$ cat src/rtl/buzzer_pkg.sv
// buzzer_pkg: shared definitions for the buzzer melody sequencer.
//   state_t      sequencer state encoding (IDLE, LOAD, PLAY, GAP)
//   TUNE_REST    tune code that plays silence
//   TUNE_MIN/MAX valid audible tune code range
//   *_MSB/*_LSB  field positions inside a 16-bit note entry {tune, beats}
package buzzer_pkg;

   typedef enum logic [1:0] {
      ST_IDLE = 2'd0,
      ST_LOAD = 2'd1,
      ST_PLAY = 2'd2,
      ST_GAP  = 2'd3
   } state_t;

   localparam logic [7:0] TUNE_REST = 8'h00;
   localparam logic [7:0] TUNE_MIN  = 8'h11;
   localparam logic [7:0] TUNE_MAX  = 8'h37;

   localparam int unsigned TUNE_MSB = 15;
   localparam int unsigned TUNE_LSB = 8;
   localparam int unsigned DUR_MSB  = 7;
   localparam int unsigned DUR_LSB  = 0;

   function automatic logic tune_in_range(input logic [7:0] t);
      return (t >= TUNE_MIN) && (t <= TUNE_MAX);
   endfunction

   function automatic logic is_audible(input logic [7:0] t);
      return t != TUNE_REST;
   endfunction

endpackage

$ cat src/rtl/buzzer_note_fifo.sv
// buzzer_note_fifo: DEPTH x WIDTH synchronous show-ahead FIFO for note entries.
//   clk, rst   clock, synchronous active-high reset (empties the FIFO)
//   push       write push_data (accepted when not full, or when full with a pop in the same cycle)
//   push_data  entry to write
//   pop        remove the head entry (ignored when empty)
//   head       current head entry, valid while empty=0
//   full/empty occupancy flags
//   level      number of stored entries
// The caller decides whether a push against a full FIFO is legal; the FIFO
// itself accepts push+pop when full so an entry can be recirculated in place.
module buzzer_note_fifo #(
   parameter int unsigned DEPTH = 16,
   parameter int unsigned WIDTH = 16
) (
   input  logic                     clk,
   input  logic                     rst,
   input  logic                     push,
   input  logic [WIDTH-1:0]         push_data,
   input  logic                     pop,
   output logic [WIDTH-1:0]         head,
   output logic                     full,
   output logic                     empty,
   output logic [$clog2(DEPTH):0]   level
);

   localparam int unsigned AW = $clog2(DEPTH);

   logic [WIDTH-1:0] mem [DEPTH];
   logic [AW-1:0]    wr_ptr;
   logic [AW-1:0]    rd_ptr;
   logic [AW:0]      count;
   logic             push_ok;
   logic             pop_ok;

   assign full    = (count == (AW+1)'(DEPTH));
   assign empty   = (count == '0);
   assign level   = count;
   assign head    = mem[rd_ptr];
   assign pop_ok  = pop && !empty;
   assign push_ok = push && (!full || pop_ok);

   always_ff @(posedge clk) begin
      if (rst) begin
         wr_ptr <= '0;
         rd_ptr <= '0;
         count  <= '0;
      end else begin
         if (push_ok) wr_ptr <= wr_ptr + AW'(1);
         if (pop_ok)  rd_ptr <= rd_ptr + AW'(1);
         case ({push_ok, pop_ok})
            2'b10:   count <= count + (AW+1)'(1);
            2'b01:   count <= count - (AW+1)'(1);
            default: count <= count;
         endcase
      end
   end

   always_ff @(posedge clk) begin
      if (push_ok) mem[wr_ptr] <= push_data;
   end

endmodule

$ cat src/rtl/buzzer_sequencer.sv
// buzzer_sequencer: melody sequencer between the bus-side buzzer registers
// and the tune_decoder / tune_pwm pair.
//   clk, rst   clock, synchronous active-high reset
//   wr_en      push wr_data into the note FIFO (dropped when full)
//   wr_data    [15:8] tune code (8'h00 = rest), [7:0] duration in beats
//   start      begin playback (sampled in IDLE only)
//   stop       abort playback from any state
//   tune       tune code to tune_decoder
//   pwm_en     enable to tune_pwm
//   busy       1 whenever the sequencer is not IDLE
//   done       one-cycle pulse when the FIFO drains naturally
//   full       note FIFO full
//   level      note FIFO occupancy
//   overflow   sticky dropped-write flag, cleared by start or rst
//   loop_mode  recirculate each played entry (present only with BUZZER_LOOP_EN)
// Build option: define BUZZER_LOOP_EN to add loop_mode and melody looping.
module buzzer_sequencer
   import buzzer_pkg::*;
#(
   parameter int unsigned DEPTH      = 16,
   parameter int unsigned BEAT_DIV   = 6_250_000,
   parameter int unsigned GAP_CYCLES = 500_000
) (
   input  logic                     clk,
   input  logic                     rst,
   input  logic                     wr_en,
   input  logic [15:0]              wr_data,
   input  logic                     start,
   input  logic                     stop,
   output logic [7:0]               tune,
   output logic                     pwm_en,
   output logic                     busy,
   output logic                     done,
   output logic                     full,
   output logic [$clog2(DEPTH):0]   level,
   output logic                     overflow
`ifdef BUZZER_LOOP_EN
   ,input logic                     loop_mode
`endif
);

   localparam int unsigned LW        = $clog2(DEPTH) + 1;
   localparam logic [23:0] BEAT_LAST = 24'(BEAT_DIV - 1);
   localparam logic [23:0] GAP_LAST  = (GAP_CYCLES == 0) ? 24'd0 : 24'(GAP_CYCLES - 1);

   state_t       state_q;
   state_t       state_d;
   logic         finish_d;

   logic [7:0]   tune_lat;
   logic [7:0]   dur_lat;
   logic [23:0]  pre_cnt;
   logic [7:0]   beat_cnt;
   logic [23:0]  gap_cnt;

   logic [15:0]  fifo_head;
   logic         fifo_empty;
   logic [LW-1:0] fifo_level;
   logic         fifo_push;
   logic         fifo_pop;
   logic [15:0]  fifo_push_data;

   logic         loop_on;
   logic         in_load;
   logic         recirc;
   logic         host_push;
   logic         drop;
   logic         play_end;
   logic         gap_end;
   logic         more_after_pop;
   logic [7:0]   head_tune;
   logic [7:0]   head_dur;

   logic [7:0]   tune_d;
   logic         pwm_en_d;
   logic         busy_d;
   logic         done_d;

`ifdef BUZZER_LOOP_EN
   assign loop_on = loop_mode;
`else
   assign loop_on = 1'b0;
`endif

   assign head_tune = fifo_head[TUNE_MSB:TUNE_LSB];
   assign head_dur  = fifo_head[DUR_MSB:DUR_LSB];
   assign in_load   = (state_q == ST_LOAD);

   // A recirculating LOAD owns the FIFO write port; host writes then lose.
   assign recirc         = in_load && loop_on;
   assign host_push      = wr_en && !full && !recirc;
   assign drop           = wr_en && (full || recirc);
   assign fifo_pop       = in_load;
   assign fifo_push      = host_push || recirc;
   assign fifo_push_data = recirc ? fifo_head : wr_data;

   // Terminal counts compared with == so dur=255 at maximum BEAT_DIV never overflows.
   assign play_end = (state_q == ST_PLAY) && (pre_cnt == BEAT_LAST) &&
                     (beat_cnt == dur_lat - 8'd1);
   assign gap_end  = (state_q == ST_GAP) && (gap_cnt == GAP_LAST);

   assign more_after_pop = (fifo_level > LW'(1)) || host_push || recirc;

   buzzer_note_fifo #(
      .DEPTH (DEPTH),
      .WIDTH (16)
   ) u_fifo (
      .clk       (clk),
      .rst       (rst),
      .push      (fifo_push),
      .push_data (fifo_push_data),
      .pop       (fifo_pop),
      .head      (fifo_head),
      .full      (full),
      .empty     (fifo_empty),
      .level     (fifo_level)
   );

   assign level = fifo_level;

   // State register
   always_ff @(posedge clk) begin
      if (rst) state_q <= ST_IDLE;
      else     state_q <= state_d;
   end

   // Next-state logic
   always_comb begin
      state_d  = state_q;
      finish_d = 1'b0;
      case (state_q)
         ST_IDLE: begin
            if (start && !fifo_empty) state_d = ST_LOAD;
         end
         ST_LOAD: begin
            if (head_dur == 8'd0) begin
               if (more_after_pop) state_d = ST_LOAD;
               else begin
                  state_d  = ST_IDLE;
                  finish_d = 1'b1;
               end
            end else begin
               state_d = ST_PLAY;
            end
         end
         ST_PLAY: begin
            if (play_end) begin
               if (GAP_CYCLES != 0)  state_d = ST_GAP;
               else if (!fifo_empty) state_d = ST_LOAD;
               else begin
                  state_d  = ST_IDLE;
                  finish_d = 1'b1;
               end
            end
         end
         ST_GAP: begin
            if (gap_end) begin
               if (!fifo_empty) state_d = ST_LOAD;
               else begin
                  state_d  = ST_IDLE;
                  finish_d = 1'b1;
               end
            end
         end
         default: state_d = ST_IDLE;
      endcase
      if (stop) begin
         state_d  = ST_IDLE;
         finish_d = 1'b0;
      end
   end

   // Note latch, prescaler, beat and gap counters
   always_ff @(posedge clk) begin
      if (rst) begin
         tune_lat <= TUNE_REST;
         dur_lat  <= '0;
         pre_cnt  <= '0;
         beat_cnt <= '0;
         gap_cnt  <= '0;
      end else begin
         if (in_load) begin
            tune_lat <= head_tune;
            dur_lat  <= head_dur;
            pre_cnt  <= '0;
            beat_cnt <= '0;
         end else if (state_q == ST_PLAY) begin
            if (pre_cnt == BEAT_LAST) begin
               pre_cnt  <= '0;
               beat_cnt <= beat_cnt + 8'd1;
            end else begin
               pre_cnt <= pre_cnt + 24'd1;
            end
         end
         if (state_q == ST_GAP) gap_cnt <= gap_cnt + 24'd1;
         else                   gap_cnt <= '0;
      end
   end

   // Output logic; outputs follow the current state one cycle later,
   // except stop, which silences on the same edge that returns to IDLE.
   always_comb begin
      tune_d   = tune_lat;
      pwm_en_d = (state_q == ST_PLAY) && is_audible(tune_lat) && !stop;
      busy_d   = (state_d != ST_IDLE);
      done_d   = finish_d && !loop_on;
   end

   always_ff @(posedge clk) begin
      if (rst) begin
         tune   <= '0;
         pwm_en <= 1'b0;
         busy   <= 1'b0;
         done   <= 1'b0;
      end else begin
         tune   <= tune_d;
         pwm_en <= pwm_en_d;
         busy   <= busy_d;
         done   <= done_d;
      end
   end

   // Sticky dropped-write flag; a drop in the same cycle as start wins.
   always_ff @(posedge clk) begin
      if (rst)                                         overflow <= 1'b0;
      else if (drop)                                   overflow <= 1'b1;
      else if (start && !stop && state_q == ST_IDLE)   overflow <= 1'b0;
   end

endmodule

$ cat config.mk
export PLATFORM = sky130hd
export DESIGN_NAME = buzzer_sequencer
export DESIGN_NICKNAME = d
export VERILOG_FILES = /design/src/rtl/buzzer_pkg.sv /design/src/rtl/buzzer_note_fifo.sv /design/src/rtl/buzzer_sequencer.sv
export SDC_FILE = /design/constraint.sdc
export NUM_CORES = 1
export LEC_CHECK = 0
export ABC_CLOCK_PERIOD_IN_PS = 3800
export CORE_UTILIZATION = 55
export CTS_BUF_LIST = sky130_fd_sc_hd__clkbuf_4 sky130_fd_sc_hd__clkbuf_8
export CTS_CLUSTER_SIZE = 10
export DETAILED_ROUTE_END_ITERATION = 8
export GPL_ROUTABILITY_DRIVEN = 0
export GPL_TIMING_DRIVEN = 0
export PLACE_DENSITY = 0.86
export RECOVER_POWER = 25
export SETUP_SLACK_MARGIN = 0.05
export SYNTH_ARGS = -nofsm -noshare
export SYNTH_HDL_FRONTEND = slang
export SYNTH_HIERARCHICAL = 1
export SYNTH_SLANG_ARGS = --single-unit
$ cat constraint.sdc
create_clock -name clk -period 3.8 [get_ports clk]
set_input_delay 0.38 -clock clk [delete_from_list [all_inputs] [get_ports clk]]
set_output_delay 0.38 -clock clk [all_outputs]
set_load 0.02 [all_outputs]
* After elaboration in Yosys (flattened, before gate mapping) *
Memory sizes are Yosys's and may differ from the RTL's. A register that Yosys moved wholly into a read port is not among the register bits.
Index checks and enable logic that the tools add are counted.

storage, ports and cells
  register bits after elaboration = 99
  RAM bits = 256
  bits of input ports = 21
  output and inout port bits = 18
  logic and storage cells = 83
  memories = 1

operators by class
  add/sub/neg operators = 8
  $lt $le $gt $ge = 1
  eq/ne operators = 9
  muxes and demuxes = 21
  bitwise gates (word level) = 1
  reductions and logical operators = 28

memories
  name        words  bits a word  read ports  clocked after Yosys merged registers in  write ports  line                    source
  u_fifo.mem  16     16           1           1                                        1            buzzer_note_fifo.sv:28  logic [WIDTH-1:0] mem [DEPTH];

operators by type and width
  kind                                                                      number
  24-bit by 1-bit adder with 24-bit output (second input constant)          2
  24-bit by 19-bit equality test with 1-bit output (second input constant)  1
  24-bit by 23-bit equality test with 1-bit output (second input constant)  1
  24-bit two-way mux                                                        1
  1-bit logical AND                                                         12
  1-bit two-way mux                                                         10
  2-bit two-way mux                                                         5
  5-bit case mux with 2 select lines                                        1
  4-bit by 1-bit adder with 4-bit output (second input constant)            2
  8-bit by 1-bit adder with 8-bit output (second input constant)            1
  8-bit equality test                                                       1
  8-bit logical NOT                                                         1
  4-bit two-way mux                                                         2
  2-bit case mux with 4 select lines                                        1
  8-bit nonzero test                                                        1
  8-bit by 1-bit subtractor with 8-bit output (second input constant)       1
  2-bit equality test (second input constant)                               3
  2-bit nonzero test                                                        3
  2-bit OR reduction                                                        3
  5-bit by 1-bit adder with 5-bit output (second input constant)            1
  5-bit equality test (second input constant)                               1
  5-bit by 1-bit > comparator with 1-bit output (second input constant)     1
  5-bit logical NOT                                                         1
  5-bit by 1-bit subtractor with 5-bit output (second input constant)       1
  7 further kinds                                                           11

* Longest topological paths before layout *
Gate-level depths: netlist (run 1).

  word-level depth = 9
  mapped depth = 13

* Hierarchy *
The synthesis (run 1) kept the hierarchy.

by module, submodules not included
  module            instances  cells an instance  area each (sq um)
  buzzer_note_fifo  1          521                10630.2
  buzzer_sequencer  1          439                3797.4

* Worst setup path before layout (run 1) *
Ideal clock, no wire load.

  kind = flip-flop to flip-flop
  from = register state_q[1]
  to = memory u_fifo.mem[0][0], enable pin
  library setup time = 0.430 ns
  arrival = 3.268 ns
  data required time = 3.370 ns
  setup slack = 0.101 ns
  stages on the path, launching flop included = 9
  buffers on the path = 3
  cells stage by stage = dfxtp_1 > clkbuf_1 > nand2b_1 > buf_2 > inv_2 > clkbuf_1 > nand2b_1 > o21ai_4 > nor4_1

between the ends
  cells in the longest elaborated chain, start to end = 6

ends and longest elaborated chain
  item                                            line                     source
  start, declared                                 buzzer_sequencer.sv:46   state_t state_q;
  start signal, assigned                          buzzer_sequencer.sv:124  else state_q <= state_d;
  2-bit by 1-bit equality test with 1-bit output  buzzer_sequencer.sv:87   assign in_load = (state_q == ST_LOAD);
  via fifo_pop                                    buzzer_sequencer.sv:60   logic fifo_pop;
  1-bit logical AND                               buzzer_note_fifo.sv:39   assign pop_ok = pop && !empty;
  1-bit logical OR                                buzzer_note_fifo.sv:40   assign push_ok = push && (!full || pop_ok);
  1-bit logical AND                               buzzer_note_fifo.sv:40
  1-bit two-way mux                               buzzer_note_fifo.sv:59   if (push_ok) mem[wr_ptr] <= push_data;
  1-bit two-way mux (implied by the code)         buzzer_note_fifo.sv:59
  end, declared                                   buzzer_note_fifo.sv:28

The timed path passes the listed nets, and every way through them passes these cells.

* Worst setup path after layout (run 1) *
  from = register u_fifo.count[1] (netlist: u_fifo/level[1])
  to = register u_fifo.count[4] (netlist: u_fifo/level[4])

between the ends
  elaborated cells on any way between the ends = 14
  classes of those cells = add/sub: 2; eq/ne: 3; mux: 1; reduce/logical: 8

RTL lines
  item                                                                                          line                    source
  start, declared                                                                               buzzer_note_fifo.sv:31  logic [AW:0] count;
  start signal, assigned                                                                        buzzer_note_fifo.sv:51  2'b10: count <= count + (AW+1)'(1);
  start signal, assigned                                                                        buzzer_note_fifo.sv:52  2'b01: count <= count - (AW+1)'(1);
  start signal, assigned                                                                        buzzer_note_fifo.sv:53  default: count <= count;
  5-bit equality test (*)                                                                       buzzer_note_fifo.sv:35  assign full = (count == (AW+1)'(DEPTH));
  1-bit logical NOT (*)                                                                         buzzer_sequencer.sv:91  assign host_push = wr_en && !full && !recirc;
  1-bit logical AND (*)                                                                         buzzer_sequencer.sv:91
  via fifo_push                                                                                 buzzer_sequencer.sv:59  logic fifo_push;
  1-bit logical AND (*)                                                                         buzzer_note_fifo.sv:40
  2-bit by 1-bit equality test with 1-bit output / 2-bit equality test (equally long branches)  buzzer_note_fifo.sv:50  case ({push_ok, pop_ok})
  5-bit case mux with 2 select lines / 2-bit nonzero test (equally long branches)               -

The timed path passes the listed nets; every way through them passes the cells marked *.
A chain may end at the register's enable or synchronous reset.

==> metrics.yaml, run 1 <==
async_flop_share_pct: 0
die_h_um: 164
setup_violations: 0
relSlewSlack_pct: 28.8
wl_um: 28800
final_core_util_pct: 64.9
initial_core_util_pct: 56.6
dp_hpwl_um: 18900
path_class: "reg -> reg"
avgViaCountPerCell: 5.92
rows: 58
io_pins: 39
skew_ns: 0.0316
cts_root_buffer: "clkbuf_8"
fmax_mhz: 285
first_pass_iters: 5
yosys_warnings: 6
hold_path_class: "in -> reg"
avgSynthCellArea_sq_um: 15.0
grt_pass1_vias: 8661
synthSimpleGateAreaFrac_pct: 10.4
fin_cells: 1440
cp_cell_sequence: "or4_1 -> buf_6 -> nor2_1 -> nor2b_1 -> clkbuf_1 -> nor2b_1 -> o21ai_4 -> fa_1 -> nand2b_1 -> o2bb2ai_2 -> mux2i_1 -> or4_1"
run_status: "complete, no violations"
antenna_found_initial: 0
critPathSlowestCell: "or4_1"
ir_worst_vdd_uv: 393
muxShareOfSynthArea_pct: 10.8
startpoint_type: "register"
drc_errors: 0
ctsHoldBuffers: 0
ant_nets: 0
synth_nets: 994
dr_total_vias: 8531
max_stage_delay_ns: 0.54
rsz0062_at_grt: "false"
avgRoutedWirePerCell_um: 20.0
cts_max_level: 2
drive_above_1_share_pct: 18.0
drt_iter0_drc: 814
cts_sinks: 359
synth_compound_area_share_pct: 4.85
synth_edf_count: 256
die-area_sq_um: 26900
cts_buffers: 55
cts_tree: "built"
synthCells: 960
synth.top_cell.area_share_pct: 53.3
hold_viol_final: 0
track_usage_pct: 22.5
placed_cells: 1336
crit_arrival_ns: 3.99
syn_area_sq_um: 14400
critPathCaptureType: "register"
grt_start_max_net_pins: 19
path_clk_slew_ns: 0.07
fin_crit_sh_pct: 92.3
cts_setup_buffers: 0
n_antenna_cell: 0
synth_xor_area_share_pct: 3.34
grt_remaining_overflow: 0
worstMarginPinSlew_ns: 1.07
synthAdderAreaFrac_pct: 1.18
layout.nets: 1097
worstSkewPairLatency_ns: 0.62
synth_ff_type: "edfxtp_1"
post_synth_main_area_contributors: "edfxtp_1 (53%), dfxtp_1 (14%), mux4_2 (10%)"
ys_seq_elements: 359
syn_to_final_growth_pct: 14.6
min_period_ns: 3.51
maxSlewViolCount: 0
critical_path.max_fanout: 10
die_w_um: 164
cts_buffer_depth: 3
cts_resized: 4
synthDistinctLibCells: 62
grt_pass1_wl_um: 45700
synth_top_cell_by_area: "edfxtp_1"
cp.required_ns: 4.28
io_buffers: 38
powerDensity_nw_per_um2: 527
drv_cap: 0
p_leak_nw: 5.39
synth-seq-area-share_pct: 67.6
core_area_sq_um: 25500
synth_top_family_by_area: "multiplexers"
[per-layer routing]
layer  track usage, %  part of all wire [%]
met1             29.0                    40
met2             37.4                    50
met3             5.08                   7.4
met4             8.54                   2.5
met5                0                     0
[worst paths after layout]
check / from / to / slack [ns] / depth (start not counted)
worst max-delay path: u_fifo/level[1] / u_fifo/level[4] / 0.29 / 12
worst min-delay path: wr_en / overflow / 0.38 / 3
worst max register to register: u_fifo/level[1] / u_fifo/level[4] / 0.29 / 12
worst min register to register: gap_cnt[0] / gap_cnt[0] / 0.46 / 1
[layout make-up]
class                           count  area (sq um)
Fill cell                        1727          8940
Clock buffer                       74           918
Tap cell                          330           413
Multi-Input combinational cell    534          4460
Timing Repair Buffer               46           440
Buffer                             42           176
Sequential cell                   359          9750
Inverter                           25          93.8
Clock inverter                     30           280
[Yosys cell counts, types with 2 or more instances]
| library cell | instances |
|---|---|
| o2111ai_1 | 2 |
| nor3b_1 | 4 |
| a22oi_1 | 33 |
| nand2_1 | 69 |
| mux2i_1 | 10 |
| a21oi_1 | 29 |
| nand2b_1 | 4 |
| nand4_2 | 3 |
| and4_1 | 3 |
| o21ai_4 | 2 |
| o21a_1 | 5 |
| nand3_1 | 25 |
| and2_1 | 8 |
| nor3_1 | 17 |
| inv_1 | 23 |
| ha_1 | 12 |
| or3_1 | 14 |
| o22ai_1 | 2 |
| mux4_2 | 64 |
| nor2_1 | 67 |
| xor2_1 | 21 |
| nand4_1 | 13 |
| o211ai_1 | 2 |
| o21ai_0 | 11 |
| nor4_1 | 18 |
| nor4bb_1 | 3 |
| clkbuf_1 | 29 |
| inv_2 | 2 |
| a31oi_1 | 2 |
| o21ai_1 | 2 |
| and3_1 | 10 |
| xnor2_1 | 34 |
| buf_2 | 8 |
| nor2b_1 | 14 |
| nor4b_1 | 3 |
| o31ai_1 | 4 |
| or4_1 | 3 |
| edfxtp_1 | 256 |
| buf_1 | 4 |
| dfxtp_1 | 103 |
[logic make-up after synthesis]
logic type               count (synthesis)
AO/OA/AOI/OAI                          103
XOR/XNOR                                55
adder cells (fa/ha/maj)                 13
buffers and inverters                   67
flip-flops                             359
multiplexers                            75
AND/OR/NAND/NOR                        288
[report_power, final]
group          switching (mW)  internal, mW  leakage, nW
clock network            1.48          1.93        0.632
logic                   0.534         0.391         1.62
registers              0.0633          4.31         3.14
[worst max-delay path, delay by kind of cell (launching register included)]
kind / cells / cell delay (ns)
AND/OR/NAND/NOR: 6 / 1.78
buffers and inverters: 2 / 0.42
multiplexers: 1 / 0.13
adder cells (fa/ha/maj): 1 / 0.41
AO/OA/AOI/OAI: 2 / 0.25
flip-flops: 1 / 0.38
[layout by cell type, fill, tap and decap left out, types with 28 or more instances in the layout]
cell,instances
a21oi_1,29
dfxtp_1,103
edfxtp_1,256
a22oi_1,33
clkbuf_8,58
mux4_2,64
nor2_1,63
clkbuf_1,28
nand2_1,69
xnor2_1,34
[registers in the layout, indices dropped and copies added (netlist names), named ones only]
name,count
beat_cnt,8
state_q,2
tune,8
u_fifo/level,5
pre_cnt,24
u_fifo/mem,256
done,1
u_fifo/rd_ptr,4
pwm_en,1
tune_d,8
dur_lat,8
u_fifo/wr_ptr,4
overflow,1
busy,1
gap_cnt,24
[stage by stage]
step / TNS (ns) / power, mW / cell area, sq um / hold WS, ns / worst slack, ns
finish: 0 / 8.72 / 16500 / 0.383 / 0.291
global route: 0 / 9.04 / 16500 / 0.375 / 0.0780
CTS: 0 / 8.77 / 16500 / 0.373 / 0.169
detailed placement: 0 / 5.38 / 15300 / 0.450 / 0.0472
global placement: -104.19 / 5.32 / 15200 / 0.442 / -1.64
floorplan: 0 / 5.08 / 14400 / 0.430 / 0.101
Note: power is estimated with default switching activity, not from simulation.
==> run 2, diff against run 1 <==
==> constraint.sdc (replaced) <==
create_clock -name clk -period 3.8 [get_ports clk]
set_input_delay 0.38 -clock clk [delete_from_list [all_inputs] [get_ports clk]]
set_output_delay 0.38 -clock clk [all_outputs]
set_load 0.05 [all_outputs]
==> run 2 against run 1 <==
Sequential share of layout area grew 0.30 points. Count of clock-buffer cells in the layout fell by 1. Non-clock buffer count stayed put. Hold slack lost 0.011 ns. Power decreased by 2.5%. Register-to-register slack hardly changed. Global-route usage increased by 0.30 points. Sequential power is essentially flat. Critical path depth is 2 lower. Via count down 0.97%. Critical path type unchanged. Highest routed layer unchanged.
==> metrics.yaml, run 2 (same netlist as run 1, synthesis figures left out) <==
setup_violations: 0  # unchanged
cp.required_ns: 4.32  # +0.04 ns
first_pass_iters: 5  # unchanged
cp_cell_sequence: "clkbuf_1 -> clkbuf_1 -> mux4_2 -> a22oi_1 -> nand2_1 -> nor4_1 -> nand3_1 -> o22ai_1 -> a31oi_1 -> a31oi_1"
powerDensity_nw_per_um2: 517  # -2.1%
critPathSlowestCell: "clkbuf_1"
fin_cells: 1438  # -0.14%
cp_top_family: "buffers and inverters"
crit_arrival_ns: 4.02  # +0.03 ns
holdPathEnd: "overflow"
reg2reg_depth: 10  # -2
p_int_mw: 6.36  # -4.1%
track_usage_pct: 22.8  # +0.30 points
seqPwrFrac_pct: 51.6  # +1.4 points
fin_crit_sh_pct: 92.1  # -0.23 points
run_status: "complete, no violations"
multi_input_area_sq_um: 4470  # +0.31%
p_total_mw: 8.49  # -2.5%
p_sw_share_pct: 25.1  # +1.2 points
hold_depth: 3  # unchanged
grt_remaining_overflow: 0  # unchanged
placed_cells: 1336  # unchanged
fillers: 1733  # +0.35%
antenna_found_initial: 0  # unchanged
layout_common_cells: "edfxtp_1 (256), dfxtp_1 (103), nand2_1 (69)"
worstMarginPinSlew_ns: 0.967  # -0.0989 ns
cts_root_buffer: "clkbuf_8"
die-area_sq_um: 26900  # unchanged
skew_ns: 0.0535  # +0.0219 ns
ant_nets: 0  # unchanged
regArea_sq_um: 9750  # unchanged
wl_um: 29100  # +1.0%
largest-register: "u_fifo/mem"
r2r_slack_ns: 0.30  # about the same
fmax_mhz: 286  # +0.24%
min_period_ns: 3.50  # -0.00857 ns
die_w_um: 164  # unchanged
worst_slack_ns: 0.300  # +0.00857 ns
cts_buffers: 55  # unchanged
dp_slack_ns: -0.0164  # -0.0636 ns
whs_ns: 0.372  # -0.0115 ns
drive_above_1_share_pct: 17.9  # -0.15 points
p_comb_share_pct: 11.5  # +0.9 points
core_area_sq_um: 25500  # unchanged
io_buffers: 38  # unchanged
cts_buffer_depth: 3  # unchanged
layout.nets: 1097  # unchanged
critical_path.max_fanout: 10  # unchanged
drc_errors: 0  # unchanged
clkPwrFrac_pct: 37.0  # -2.2 points
path_class: "reg -> reg"
dr_total_vias: 8448  # -0.97%
critPathCaptureType: "register"
worst-path-stages: 10  # -2
maxSlewViolCount: 0  # unchanged
cts_tree: "built"
avgRoutedWirePerCell_um: 20.3  # +1.2%
crit_buf_inv: 2  # unchanged
die_h_um: 164  # unchanged
hold_path_startpoint: "wr_en"
grt_pass1_vias: 8556  # -1.2%
rsz0062_at_grt: "false"
relSlewSlack_pct: 35.4  # +6.6 points
max_stage_delay_ns: 0.72  # +0.18 ns
grt_pass1_wl_um: 46000  # +0.68%
cts_sinks: 359  # unchanged
worstSkewPairLatency_ns: 0.62  # about the same
p_leak_nw: 5.34  # -0.93%
n_antenna_cell: 0  # unchanged
largest_reg_flops: 256  # unchanged
hold_viol_final: 0  # unchanged
cts_setup_buffers: 0  # unchanged
hold_path_class: "in -> reg"
path_clk_slew_ns: 0.06  # about the same
grt_start_max_net_pins: 19  # unchanged
initial_core_util_pct: 56.6  # unchanged
rows: 58  # unchanged
avgViaCountPerCell: 5.87  # -0.84%
final_common_cell: "edfxtp_1"
dp_hpwl_um: 19200  # +1.7%
startpoint_type: "register"
syn_to_final_growth_pct: 14.0
drv_cap: 0  # unchanged
ir_worst_vdd_uv: 448  # +14%
timing.rr.end: "busy"
final.setup.tns_ns: 0  # unchanged
top_regs: "u_fifo/mem: 256 flops, gap_cnt: 24 flops, pre_cnt: 24 flops"
p_switching_mw: 2.13  # +2.5%
cts_max_level: 2  # unchanged
io_pins: 39  # unchanged
drt_iter0_drc: 743  # -8.7%
[run 2: cell types whose count changed in the layout (fill, tap and decap cells not counted), sizes merged]
| cell | before | now |
|---|---|---|
| clkinv | 22 | 27 |
| bufinv | 5 | 1 |
| inv | 28 | 26 |
| clkbuf | 103 | 102 |
| clkdlybuf4s50 | 25 | 26 |
| dlygate4sd3 | 13 | 12 |
[run 2: worst min-delay path, cell delays in order]
cell	delay [ns]
clkdlybuf4s50_1	0.43
nand2_1	0.07
a21oi_1	0.05
[run 2: worst max path at each step]
stage,start,end,slack [ns]
after floorplan,u_fifo/level[0],u_fifo/mem[0][0],-0.08
after global placement,state_q[1],u_fifo/mem[0][9],-1.68
after detailed placement,state_q[1],u_fifo/mem[9][11],-0.02
after CTS,state_q[1],u_fifo/mem[7][5],0.18
after global routing,register,busy,0.09
final,register,busy,0.30
[run 2: final cells by class]
cell class,instances,share of cell area (%)
Inverter,25,0.571
Sequential cell,359,59.3
Tap cell,330,2.51
Timing Repair Buffer,46,2.68
Multi-Input combinational cell,534,27.2
Clock buffer,73,5.58
Clock inverter,29,1.13
Buffer,42,1.07
[run 2: power groups by stage]
| stage | Clock (mW) | Combinational (mW) | Sequential, mW |
|---|---|---|---|
| after floorplan | 0 | 0.614 | 4.51 |
| after global placement | 0 | 0.914 | 4.46 |
| after detailed placement | 0 | 0.968 | 4.46 |
| after CTS | 3.21 | 0.973 | 4.38 |
| after global routing | 3.38 | 1.06 | 4.39 |
| final | 3.14 | 0.973 | 4.38 |
[run 2: through the flow]
step | cell area (sq um) | util (%)
2_1_floorplan | 14400 | -
3_3_place_gp | 15200 | 59.8
3_5_place_dp | 15300 | 60.1
4_1_cts | 16400 | 64.5
5_1_grt | 16400 | 64.6
6_report | 16400 | 64.6
[run 2: metal layers]
metal	GRT usage [%]	vias up	part of all wire [%]
met4	8.42	0	2.6
met1	29.6	4167	41
met5	0	-	0
li1	-	3896	-
met3	3.66	67	6.5
met2	39.1	318	50
[run 2: timing repair]
item,in CTS,in global routing
resized for setup,4,9
endpoints found under the setup margin,64,182
hold buffers,0,0
cloned,0,0
==> run 3, diff against run 2 <==
- CORE_MARGIN: unset -> 2
==> run 3 against run 2 <==
Clock skew rose by 0.021 ns. Routed wire length rose by 3.6%. Highest routed layer unchanged. Core utilization is 0.68 points lower. Hold slack improved by 0.012 ns. Global-route usage down 0.83 points. Register-to-register slack about the same. Count of clock-buffer cells in the layout is 8 higher. Sequential power about the same. Non-clock buffer count grew 5. Sequential share of layout area is 0.39 points lower.
==> metrics.yaml, run 3 (same netlist as run 1, synthesis figures left out) <==
drive_above_1_share_pct: 18.8  # +0.93 points
run_status: "complete, no violations"
p_comb_share_pct: 11.5  # about the same
largest_reg_flops: 256  # unchanged
first_pass_iters: 5  # unchanged
worst_slack_ns: 0.287  # -0.0133 ns
final_core_util_pct: 63.9  # -0.68 points
grt_pass1_vias: 8718  # +1.9%
cts_tree: "built"
layout.nets: 1103  # +0.55%
layout_common_cells: "edfxtp_1 (256), dfxtp_1 (103), nand2_1 (69)"
ctsHoldBuffers: 0  # unchanged
avgRoutedWirePerCell_um: 20.8  # +2.6%
final.setup.tns_ns: 0  # unchanged
r2r_slack_ns: 0.29  # about the same
cts_buffers: 56  # +1.8%
p_switching_mw: 2.16  # +1.5%
grt_remaining_overflow: 0  # unchanged
rows: 59  # +1.7%
startpoint_type: "register"
path_clk_slew_ns: 0.06  # about the same
hold_path_class: "in -> reg"
ir_worst_vdd_uv: 488  # +9.1%
cts_max_level: 2  # unchanged
setup_violations: 0  # unchanged
wl_um: 30200  # +3.6%
fillers: 1762  # +1.7%
critical_path.max_fanout: 10  # unchanged
grt_start_max_net_pins: 19  # unchanged
critPathCaptureType: "register"
hold_viol_final: 0  # unchanged
maxSlewViolCount: 0  # unchanged
drc_errors: 0  # unchanged
syn_to_final_growth_pct: 14.7
avgViaCountPerCell: 5.98  # +1.9%
p_total_mw: 8.62  # +1.4%
cp.required_ns: 4.28  # -0.04 ns
largest-register: "u_fifo/mem"
n_antenna_cell: 0  # unchanged
final_common_cell: "edfxtp_1"
clkPwrFrac_pct: 37.7  # +0.7 points
drt_iter0_drc: 828  # +11%
design_area_sq_um: 16600  # +0.65%
whs_ns: 0.383  # +0.0115 ns
initial_core_util_pct: 55.7  # -0.96 points
track_usage_pct: 22.0  # -0.83 points
worstSkewPairLatency_ns: 0.65  # +0.03 ns
cts_root_buffer: "clkbuf_8"
die_w_um: 166  # +1.2%
io_buffers: 38  # unchanged
drv_cap: 0  # unchanged
placed_cells: 1346  # +0.75%
core_area_sq_um: 25900  # +1.7%
crit_arrival_ns: 4.00  # -0.02 ns
worstMarginPinSlew_ns: 1.06  # +0.0923 ns
dp_slack_ns: -0.0504  # -0.0339 ns
skew_ns: 0.0745  # +0.0210 ns
fin_crit_sh_pct: 92.5  # +0.35 points
seqPwrFrac_pct: 50.8  # -0.8 points
die-area_sq_um: 27500  # +2.5%
cts_buffer_depth: 3  # unchanged
io_pins: 39  # unchanged
grt_pass1_wl_um: 47400  # +3.0%
top_regs: "u_fifo/mem: 256 flops, gap_cnt: 24 flops, pre_cnt: 24 flops"
ant_nets: 0  # unchanged
die_h_um: 166  # +1.2%
dp_hpwl_um: 20300  # +5.4%
p_leak_nw: 5.41  # +1.3%
p_int_mw: 6.45  # +1.4%
dr_total_vias: 8689  # +2.9%
path_class: "reg -> reg"
powerDensity_nw_per_um2: 520  # +0.77%
cts_sinks: 359  # unchanged
fin_cells: 1452  # +0.97%
p_sw_share_pct: 25.1  # about the same
placed_area_sq_um: 15400  # +0.46%
fmax_mhz: 285  # -0.38%
rsz0062_at_grt: "false"
relSlewSlack_pct: 29.3  # -6.2 points
min_period_ns: 3.51  # +0.0133 ns
antenna_found_initial: 0  # unchanged
run 3: final cells by class:
| class | instances | area, sq um | area share [%] |
|---|---|---|---|
| Buffer | 42 | 176 | 1.07 |
| Timing Repair Buffer | 51 | 504 | 3.05 |
| Inverter | 25 | 93.8 | 0.567 |
| Clock buffer | 81 | 971 | 5.87 |
| Tap cell | 335 | 419 | 2.53 |
| Clock inverter | 25 | 188 | 1.13 |
| Sequential cell | 359 | 9750 | 58.9 |
| Multi-Input combinational cell | 534 | 4450 | 26.9 |
run 3: what timing repair did:
| action | in CTS | in global routing |
|---|---|---|
| buffers inserted | 0 | 0 |
| endpoints found under the hold margin | 0 | 0 |
| resized for setup | 4 | 3 |
| setup endpoints to repair | 64 | 156 |
run 3: metal layers:
metal | global-route usage (%) | vias to the layer above | wire, um
met1 | 28.1 | 4292 | 11700
li1 | - | 3926 | -
met2 | 37.6 | 383 | 15300
met5 | 0 | - | 0
met4 | 7.79 | 0 | 999
met3 | 4.69 | 88 | 2240
run 3: worst paths after layout:
path                      to       startpoint  cells after the start
min                 overflow            wr_en                      3
min reg2reg        tune_d[0]        tune_d[0]                      2
max reg2reg  u_fifo/level[4]  u_fifo/level[0]                     12
max          u_fifo/level[4]  u_fifo/level[0]                     12
run 3: power groups by stage:
stage / clock network, mW / logic (mW) / registers, mW
floorplan: 0 / 0.614 / 4.51
global placement: 0 / 0.913 / 4.46
detailed placement: 0 / 0.983 / 4.46
CTS: 3.30 / 0.989 / 4.38
global route: 3.48 / 1.07 / 4.39
finish: 3.25 / 0.988 / 4.38
run 3: critical path: stages (launching register included):
cell	delay, ns
dfxtp_1	0.37
or4_1	0.55
buf_6	0.17
nor2_2	0.14
nor2b_1	0.09
clkbuf_1	0.27
nor2b_1	0.27
o21ai_4	0.11
fa_1	0.41
nand2b_1	0.17
o2bb2ai_1	0.18
nor3b_1	0.17
or4_1	0.47
